===== src/rtl/ioctl_loader.sv =====
// ioctl_loader: routes the host ioctl download byte stream into one of NUM_CH
// target memories through a small FIFO. The FIFO provides real back-pressure
// to the host through ioctl_wait.
//
// Ports
//   clk_sys          system clock, rising edge
//   reset            asynchronous, active-low reset
//   ioctl_download   host download active
//   ioctl_wr         one-cycle byte strobe from the host
//   ioctl_addr       byte address within the download (25 bit)
//   ioctl_dout       byte data from the host
//   ioctl_index      download target selector
//   ioctl_wait       registered back-pressure to the host
//   mem_we           one-hot write strobe, one cycle per byte
//   mem_addr         write address shared by all channels
//   mem_data         write data shared by all channels
//   mem_ready        per-channel ready; a write is issued only when set
//   done             one-cycle pulse on the channel just loaded
//   byte_count       bytes accepted in the last download
//   err_range        sticky: index or address out of range
//   err_ovf          sticky: write arrived while the FIFO was full
//
// state   | meaning
// --------+-------------------------------------------------------------
// S_IDLE  | waiting for ioctl_download; latches channel, clears count
// S_LOAD  | accepting host bytes into the FIFO while draining it
// S_FLUSH | download ended; draining the remaining FIFO entries
// S_DONE  | one cycle; done[active channel] is high
module ioctl_loader #(
  parameter int ADDR_W     = 16,
  parameter int NUM_CH     = 4,
  parameter int INDEX_BASE = 0,
  parameter int FIFO_DEPTH = 8
) (
  input  logic              clk_sys,
  input  logic              reset,
  input  logic              ioctl_download,
  input  logic              ioctl_wr,
  input  logic [24:0]       ioctl_addr,
  input  logic [7:0]        ioctl_dout,
  input  logic [7:0]        ioctl_index,
  output logic              ioctl_wait,
  output logic [NUM_CH-1:0] mem_we,
  output logic [ADDR_W-1:0] mem_addr,
  output logic [7:0]        mem_data,
  input  logic [NUM_CH-1:0] mem_ready,
  output logic [NUM_CH-1:0] done,
  output logic [24:0]       byte_count,
  output logic              err_range,
  output logic              err_ovf
);

  localparam int CH_W  = (NUM_CH > 1) ? $clog2(NUM_CH) : 1;
  localparam int PTR_W = $clog2(FIFO_DEPTH);
  localparam int CNT_W = PTR_W + 1;
  localparam int ENT_W = CH_W + ADDR_W + 8;

  typedef enum logic [1:0] {
    S_IDLE  = 2'd0,
    S_LOAD  = 2'd1,
    S_FLUSH = 2'd2,
    S_DONE  = 2'd3
  } state_t;

  state_t              state_q, state_d;
  logic [7:0]          active_q, active_d;
  logic [CNT_W-1:0]    count_q, count_d;
  logic [PTR_W-1:0]    wr_ptr_q, wr_ptr_d;
  logic [PTR_W-1:0]    rd_ptr_q, rd_ptr_d;
  logic [24:0]         byte_count_q, byte_count_d;
  logic                wait_q, wait_d;
  logic [NUM_CH-1:0]   done_q, done_d;
  logic                err_range_q, err_range_d;
  logic                err_ovf_q, err_ovf_d;

  logic [ENT_W-1:0]    fifo_mem [FIFO_DEPTH];

  logic [7:0]          ch;
  logic                ch_ok;
  logic                addr_ok;
  logic                load_wr;
  logic                fifo_full;
  logic                fifo_empty;
  logic                push;
  logic                pop;
  logic [ENT_W-1:0]    push_entry;
  logic [ENT_W-1:0]    head;
  logic [CH_W-1:0]     head_ch;
  logic [ADDR_W-1:0]   head_addr;
  logic [7:0]          head_data;
  logic                head_ready;
  logic [NUM_CH-1:0]   head_onehot;

  // Channel index wraps modulo 256, so indices below INDEX_BASE land high
  // and fail the range check rather than aliasing onto a real channel.
  assign ch      = ioctl_index - 8'(INDEX_BASE);
  assign ch_ok   = (int'(ch) < NUM_CH);
  assign addr_ok = ((ioctl_addr >> ADDR_W) == 25'd0);

  // The write in the cycle download falls is ignored: state is leaving LOAD.
  assign load_wr    = ioctl_wr && (state_q == S_LOAD) && ioctl_download;
  assign fifo_full  = (count_q == CNT_W'(FIFO_DEPTH));
  assign fifo_empty = (count_q == '0);
  assign push       = load_wr && ch_ok && addr_ok && !fifo_full;
  assign push_entry = {ch[CH_W-1:0], ioctl_addr[ADDR_W-1:0], ioctl_dout};

  assign head      = fifo_mem[rd_ptr_q];
  assign head_ch   = head[ENT_W-1 -: CH_W];
  assign head_addr = head[8 +: ADDR_W];
  assign head_data = head[7:0];

  always_comb begin
    head_ready  = 1'b0;
    head_onehot = '0;
    for (int i = 0; i < NUM_CH; i++) begin
      if (int'(head_ch) == i) begin
        head_ready     = mem_ready[i];
        head_onehot[i] = 1'b1;
      end
    end
  end

  assign pop = !fifo_empty && head_ready;

  always_comb begin
    wr_ptr_d = push ? wr_ptr_q + PTR_W'(1) : wr_ptr_q;
    rd_ptr_d = pop  ? rd_ptr_q + PTR_W'(1) : rd_ptr_q;
    count_d  = count_q + CNT_W'(push) - CNT_W'(pop);
  end

  always_comb begin
    state_d      = state_q;
    active_d     = active_q;
    byte_count_d = byte_count_q;
    case (state_q)
      S_IDLE: begin
        if (ioctl_download) begin
          state_d      = S_LOAD;
          active_d     = ch;
          byte_count_d = '0;
        end
      end
      S_LOAD: begin
        if (push) byte_count_d = byte_count_q + 25'd1;
        if (!ioctl_download) state_d = S_FLUSH;
      end
      // Using the post-pop count lets done follow the last write by one cycle.
      S_FLUSH: begin
        if (count_d == '0) state_d = S_DONE;
      end
      S_DONE:  state_d = S_IDLE;
      default: state_d = S_IDLE;
    endcase
  end

  always_comb begin
    done_d = '0;
    if ((state_q == S_FLUSH) && (count_d == '0)) begin
      for (int i = 0; i < NUM_CH; i++) begin
        if (int'(active_q) == i) done_d[i] = 1'b1;
      end
    end
  end

  // Threshold at DEPTH-1 leaves a slot for the write the host may issue in
  // the cycle wait rises (wait is registered).
  always_comb begin
    wait_d = ((state_q == S_LOAD) && (count_d >= CNT_W'(FIFO_DEPTH - 1))) ||
             (((state_q == S_FLUSH) || (state_q == S_DONE)) && ioctl_download);
  end

  always_comb begin
    err_range_d = err_range_q || (load_wr && !(ch_ok && addr_ok));
    err_ovf_d   = err_ovf_q   || (load_wr && ch_ok && addr_ok && fifo_full);
  end

  always_ff @(posedge clk_sys or negedge reset) begin
    if (!reset) begin
      state_q      <= S_IDLE;
      active_q     <= '0;
      count_q      <= '0;
      wr_ptr_q     <= '0;
      rd_ptr_q     <= '0;
      byte_count_q <= '0;
      wait_q       <= 1'b0;
      done_q       <= '0;
      err_range_q  <= 1'b0;
      err_ovf_q    <= 1'b0;
    end else begin
      state_q      <= state_d;
      active_q     <= active_d;
      count_q      <= count_d;
      wr_ptr_q     <= wr_ptr_d;
      rd_ptr_q     <= rd_ptr_d;
      byte_count_q <= byte_count_d;
      wait_q       <= wait_d;
      done_q       <= done_d;
      err_range_q  <= err_range_d;
      err_ovf_q    <= err_ovf_d;
    end
  end

  // Storage needs no reset: entries are only read when count_q says valid.
  always_ff @(posedge clk_sys) begin
    if (push) fifo_mem[wr_ptr_q] <= push_entry;
  end

  assign mem_we     = pop ? head_onehot : '0;
  assign mem_addr   = pop ? head_addr : '0;
  assign mem_data   = pop ? head_data : '0;
  assign ioctl_wait = wait_q;
  assign done       = done_q;
  assign byte_count = byte_count_q;
  assign err_range  = err_range_q;
  assign err_ovf    = err_ovf_q;

endmodule


===== config.mk =====
export PLATFORM = sky130hd
export DESIGN_NAME = ioctl_loader
export DESIGN_NICKNAME = d
export VERILOG_FILES = /design/src/rtl/ioctl_loader.sv
export SDC_FILE = /design/constraint.sdc
export NUM_CORES = 1
export LEC_CHECK = 0
export ABC_AREA = 1
export BUFFER_PORTS_ARGS = -buffer_cell sky130_fd_sc_hd__buf_2
export CORE_UTILIZATION = 50
export CTS_CLUSTER_SIZE = 20
export DETAILED_ROUTE_END_ITERATION = 8
export PLACE_DENSITY = 0.71
export SETUP_SLACK_MARGIN = 0.2
export SKIP_LAST_GASP = 1
export SLEW_MARGIN = 5
export SYNTH_ARGS = -nofsm -noshare
export SYNTH_HDL_FRONTEND = slang
export SYNTH_SLANG_ARGS = --single-unit

===== constraint.sdc =====
create_clock -name clk_sys -period 4.6 [get_ports clk_sys]
set_input_delay 0.69 -clock clk_sys [delete_from_list [all_inputs] [get_ports clk_sys]]
set_output_delay 0.69 -clock clk_sys [all_outputs]
set_load 0.005 [all_outputs]

# Word level (Yosys, flattened, before mapping)

Memory sizes are Yosys's and may differ from the RTL's.
Cells that the tools add are included.

Flip-flop bits (word level): 52
RAM bits: 208
Output and inout bits: 60
Memories kept: 1

Memories:

| name     | words | bits a word | read ports | clocked after memory_dff | wr ports | RTL line | source |
|---|---|---|---|---|---|---|---|
| fifo_mem | 8     | 26          | 1          | 0                        | 1        | 76       | `logic [ENT_W-1:0] fifo_mem [FIFO_DEPTH];` |

Add/subtract/negate cells: 5
$lt $le $gt $ge: 2
Equal/unequal tests: 14
Multiplexer cells: 25
Reduce and logical (&&, ||, !) cells: 29

Operators with widths:

| cell                                                              | count |
|---|---|
| two-way mux 25 bit                                                | 2 |
| one-hot mux 25 bit (2 select lines)                               | 1 |
| adder 25 x 1 -> 25 bit, second input constant                     | 1 |
| zero test 25 bit                                                  | 1 |
| equality test 8 x 3 -> 1 bit, second input constant               | 2 |
| two-way mux 16 bit                                                | 1 |
| two-way mux 1 bit                                                 | 14 |
| logical AND 1 bit                                                 | 12 |
| equality test 2 bit, second input constant                        | 4 |
| equality test 8 x 2 -> 1 bit, second input constant               | 1 |
| zero test 4 bit                                                   | 2 |
| zero test 8 bit                                                   | 1 |
| less-than comparator 8 x 3 -> 1 bit, second input constant        | 1 |
| two-way mux 4 bit                                                 | 2 |
| two-way mux 8 bit                                                 | 1 |
| != test 2 bit, second input constant                              | 4 |
| one-hot mux 2 bit (4 select lines)                                | 1 |
| adder 3 x 1 -> 3 bit, second input constant                       | 2 |
| two-way mux 2 bit                                                 | 3 |
| AND reduction 3 bit                                               | 2 |
| adder 4 x 1 -> 4 bit                                              | 1 |
| equality test 2 x 1 -> 1 bit, second input constant               | 2 |
| equality test 4 bit, second input constant                        | 1 |
| greater-or-equal comparator 4 x 3 -> 1 bit, second input constant | 1 |
| 6 further kinds                                                   | 12 |

# Logic depth before layout (Yosys ltp)

Depth after elaboration: 11
Depth in mapped cells: 23
Mapped depth without buffers: 21

# Least setup slack after synthesis

OpenSTA, ideal clock, no wires.

Path type: register to register
Start: register rd_ptr_q[0]
End: register state_q[1]
Setup time: 0.124 ns
Arrival time: 3.023 ns
Setup slack: 1.453 ns
Cell stages (with the launch flop): 23
Clock period less this slack: 3.147 ns
Cell sequence: dfrtp_1 > buf_6 > buf_6 > nand2_1 > nand3_1 > nand2_1 > nand2_1 > nand2_2 > nand3b_2 > nand3_2 > buf_4 > nor2_1 > ha_1 > inv_1 > ha_1 > fa_1 > xor2_1 > nor3_1 > nand2_1 > nand2_1 > nand2_1 > nor2_1 > a21oi_1

Word-level cells in the longest chain between the ends: 11
Elaborated cells between the ends (all ways): 14
Classes of those cells: add/sub: 1; eq/ne: 4; mux: 4; reduce/logical: 4; memory: 1

Ends and longest elaborated chain:

| what                              | RTL line | source |
|---|---|---|
| start, declared                   | 69       | `logic [PTR_W-1:0] rd_ptr_q, rd_ptr_d;` |
| start signal, assigned            | 194      | `rd_ptr_q <= rd_ptr_d;` |
| memory read (8 x 26 bit) (*)      | --       |  |
| zero test 2 bit                   | 116      | `if (int'(head_ch) == i) begin` |
| two-way mux 1 bit (3 in a row)    | 116      |  |
| two-way mux 1 bit (*)             | 116      |  |
| logical AND 1 bit (*)             | 123      | `assign pop = !fifo_empty && head_ready;` |
| net pop                           | 85       | `logic pop;` |
| subtractor 4 x 1 -> 4 bit (*)     | 128      | `count_d = count_q + CNT_W'(push) - CNT_W'(pop);` |
| net count_d[2]                    | 67       | `logic [CNT_W-1:0] count_q, count_d;` |
| zero test 4 bit (*)               | 149      | `if (count_d == '0) state_d = S_DONE;` |
| != test 2 bit (no line) (*)       | --       |  |
| AND reduction 3 bit (no line) (*) | --       |  |
| end signal, assigned              | 190      | `state_q <= state_d;` |
| end, declared                     | 65       | `state_t state_q, state_d;` |

The timed path passes the listed nets; every way through them passes the cells marked *.
A chain may end at the register's enable or synchronous reset.

# Worst setup path after layout

Start: register rd_ptr_q[0]
End: output port mem_addr[15]

Word-level cells in the longest chain between the ends: 8
Elaborated cells between the ends (all ways): 11
Classes of those cells: eq/ne: 3; mux: 5; reduce/logical: 2; memory: 1

Ends and longest elaborated chain:

| what                           | RTL line | source |
|---|---|---|
| memory read (8 x 26 bit) (*)   | --       |  |
| zero test 2 bit                | 116      |  |
| two-way mux 1 bit (4 in a row) | 116      |  |
| logical AND 1 bit              | 123      |  |
| two-way mux 16 bit (*)         | 209      | `assign mem_addr = pop ? head_addr : '0;` |
| end, declared                  | 44       | `output logic [ADDR_W-1:0] mem_addr,` |

Mark *: on every way between the ends. The rest lies on a longest branch, timed or not.

==> results.tsv <==
stage	metric	value	unit
outcome	status	finished, final reports clean	
routing	initial DRC count	662	
placement	detailed placement HPWL	14.67	mm
yosys	post-synth top area share	53.28	%
placement	placed cells	1467	
floorplanning	Initial Util	51.31	%
clocking	Clk Tree Root Cell	clkbuf_16	
setup_path	CP Class	flop to output port	
yosys	count of cell types in the netlist	40	
yosys	Syn Area/Cell	10.84	um^2
grt	largest net degree at the start of global routing	66	
clocking	Clk pin slew, worst setup/hold paths	60	ps
yosys	warnings from Yosys	0	
yosys	Yosys reg bits	260	
clocking	H-tree depth	1	
finish	Fillers	1937	
hold_path	HP Class	input port to asynchronous set/reset pin	
sta	RSZ-0062 raised after global routing	no	
routing	WL per Instance	16.70	um
clocking	setup bufs post-CTS	0	
placement	I/O Buffers	108	
setup_path	Largest stage delay, worst path	680	ps
grt	GRT overflow	0	
placement	placed inst area	12480	um^2
finish	Layout area overhead	13.71	%
setup_path	crit-path cells	inv_4 -> buf_4 -> nand2_1 -> nand2_1 -> a21oi_1 -> o31ai_1 -> o21ai_0 -> nor3_2 -> buf_2	
finish	Inserted Diodes	0	
clocking	CTS hold repair buffers	0	
yosys	register area share after synthesis	64.38	%
sta	Slew @ Worst Pin	922.3	ps
sta	Final Slew Violations	0	
floorplanning	# rows	55	
yosys	area leader, netlist	edfxtp_1	
setup_path	CP Max Fanout	65	
setup_path	Worst EP required	3910	ps
finish	most frequent cells in the layout	274 x nand2_1, 208 x edfxtp_1, 155 x nor2_1	
setup_path	Critical Path AT	3370	ps
placement	Placer Congestion	0.8742	
setup_path	CP endpoint kind	output port	
sta	clk_skew	11.50	ps
finish	fin cells	1516	
power	leak pwr	5.360	nW
clocking	Worst-Skew Late Latency	550	ps
setup_path	startpoint types	flop	
clocking	CTS Sinks	260	
setup_path	reg2reg setup slack	840	ps
sta	minimum clock period	4060	ps
setup_path	family with the most delay on the worst path	buffers and inverters	
yosys	cells taking the most area after synthesis	edfxtp_1 53%, dfrtp_1 11%, nand2_1 8.8%	
floorplanning	Die X	155.1	um
job	max cap viols	0	
power	Power Total	0.007787	W
setup_path	most used cell, CP	nand2_1	
power	Max IR drop VDD	418.7	uV
routing	via count	7943	
grt	initial antenna violation count	3	
floorplanning	core area	22850	um^2
routing	drt total wl	25.32	mm
clocking	post_cts resized	0	
floorplanning	number of top-level pins	109	
finish	layout cells sized above 1	18.45	%
clocking	CTS Buf Count	27	
power	power density cells	584.1	nW/um^2
floorplanning	die area	24060	um^2
clocking	CTS tree	built	
yosys	Cells after Synth	1082	
sta	fin crit share	88.27	%
sta	fmax	0.2463	GHz
setup_path	Crit path buffers/inverters	3	
sta	normalized max-slew margin	38.15	%
routing	drt via density	5.239	
routing	DRT Pass-1 Iters	5	
sta	final hold slack	255.3	ps
routing	DRC Markers	0	
sta	aggregate negative setup slack	0	ps
finish	fin area	13330	um^2
finish	nets	1247	
sta	final setup violating endpoints	0	
grt	first-pass GRT wire length	40.05	mm
clocking	Max clock buf depth	3	
finish	most common cell after layout, fill and taps aside	nand2_1	
setup_path	slowest cell on the critical path	dfrtp_4	
yosys	cell area after synthesis	11720	um^2
floorplanning	die span in y	155.1	um
grt	GRT Util Overall	21.38	%
sta	final hold violations	0	
grt	number of global-route vias before repair	7508	
routing	ANT nets after route	0	
yosys	syn_nets	1146	
==> cell usage after synthesis <==
master,instances
edfxtp_1,208
inv_1,50
xor2_1,19
nand3_2,4
nand2_1,274
inv_4,1
nand2_2,5
o21bai_1,2
clkbuf_1,13
nand3_1,22
o31ai_1,49
clkinv_1,1
nor3_2,29
mux2_2,3
a21boi_2,1
fa_1,1
o21ai_0,25
buf_2,21
ha_1,14
nand3b_2,1
buf_1,3
buf_4,6
o21bai_2,1
nand4_1,6
nand2_4,2
inv_2,2
a31oi_1,1
nor3b_1,1
nand4_2,1
nor3_1,12
buf_8,1
o21ai_1,15
dfrtp_1,52
a21oi_1,54
nand3b_4,2
a21o_1,1
buf_6,8
nor2_1,163
nor4_1,1
xnor2_1,7
==> routing by layer <==
metal | track usage, % | share of wire, % | vias to the layer above
met2 | 34.96 | 47 | 197
met5 | 0 | 0.12 | -
met1 | 29.93 | 45 | 3815
met3 | 3.510 | 5.8 | 37
met4 | 5.328 | 1.5 | 6
li1 | - | - | 3888
==> metrics by stage <==
step / utilization, % / setup WS [ps]
after floorplan: - / 1453
after global placement: 54.64 / 992.9
after detailed placement: 54.64 / 860.2
after CTS: 58.35 / 558.5
after global routing: 58.35 / 346.4
final: 58.35 / 539.7
==> power by group <==
group / switching (W) / total, W / leakage (nW) / internal, W
sequential: 0.000135 / 0.00277 / 2.53 / 0.00264
combinational: 0.00192 / 0.00293 / 2.41 / 0.00102
clock: 0.000879 / 0.00208 / 0.416 / 0.00120
==> kinds of logic after synthesis <==
group / count (synthesis) / share of synthesized area (%)
simple gates: 523 / 19.70
buf+inv: 106 / 4.440
xor+xnor: 26 / 1.942
mux: 3 / 0.2881
fa+ha+maj: 15 / 1.665
compound gates: 149 / 7.588
flops: 260 / 64.38
==> worst reg2reg max path: stages, from the launching register on <==
cell and delay, ps:
dfrtp_4 680, inv_4 420, nand2_1 110, nand2_1 80, nand2_1 60, nand2_1 80, nand2_1 90, nand2_4 150
nand3b_4 100, nand2_4 70, nor2_1 40, ha_1 270, inv_1 40, ha_1 200, fa_1 380, xor2_1 200
nor3_1 270, nand2_1 100, nand2_1 70, nand2_1 90, nor2_1 100, a21oi_1 50
==> path summary, 6_finish.rpt <==
| check | from | end | cells after the start |
|---|---|---|---|
| hold reg to reg | err_range | err_range | 1 |
| min in group clk_sys | ioctl_index[2] | active_q[2] | 2 |
| hold / removal | reset | byte_count[7] | 1 |
| setup reg to reg | rd_ptr_q[0] | state_q[1] | 21 |
| setup / recovery | rd_ptr_q[0] | mem_addr[15] | 9 |
| max in group asynchronous | reset | rd_ptr_q[0] | 2 |
==> flip-flops by register name, indices dropped and copies added (netlist names) <==
name	count
err_ovf	1
fifo_mem	208
byte_count	25
rd_ptr_q	3
wr_ptr_q	3
state_q	2
err_range	1
active_q	8
done	4
ioctl_wait	1
count_q	4
==> final cells by class <==
| cell class | count | area (um^2) | share of cell area, % |
|---|---|---|---|
| clock buffers | 38 | 758.2 | 5.687 |
| clock inverters | 11 | 88.84 | 0.6664 |
| inverters | 54 | 205.2 | 1.539 |
| multi-input cells | 716 | 3676 | 27.57 |
| flip-flops and latches | 260 | 7551 | 56.64 |
| well taps | 313 | 391.6 | 2.938 |
| repair buffers | 124 | 660.6 | 4.955 |
Note: power is estimated with default switching activity, not from simulation.
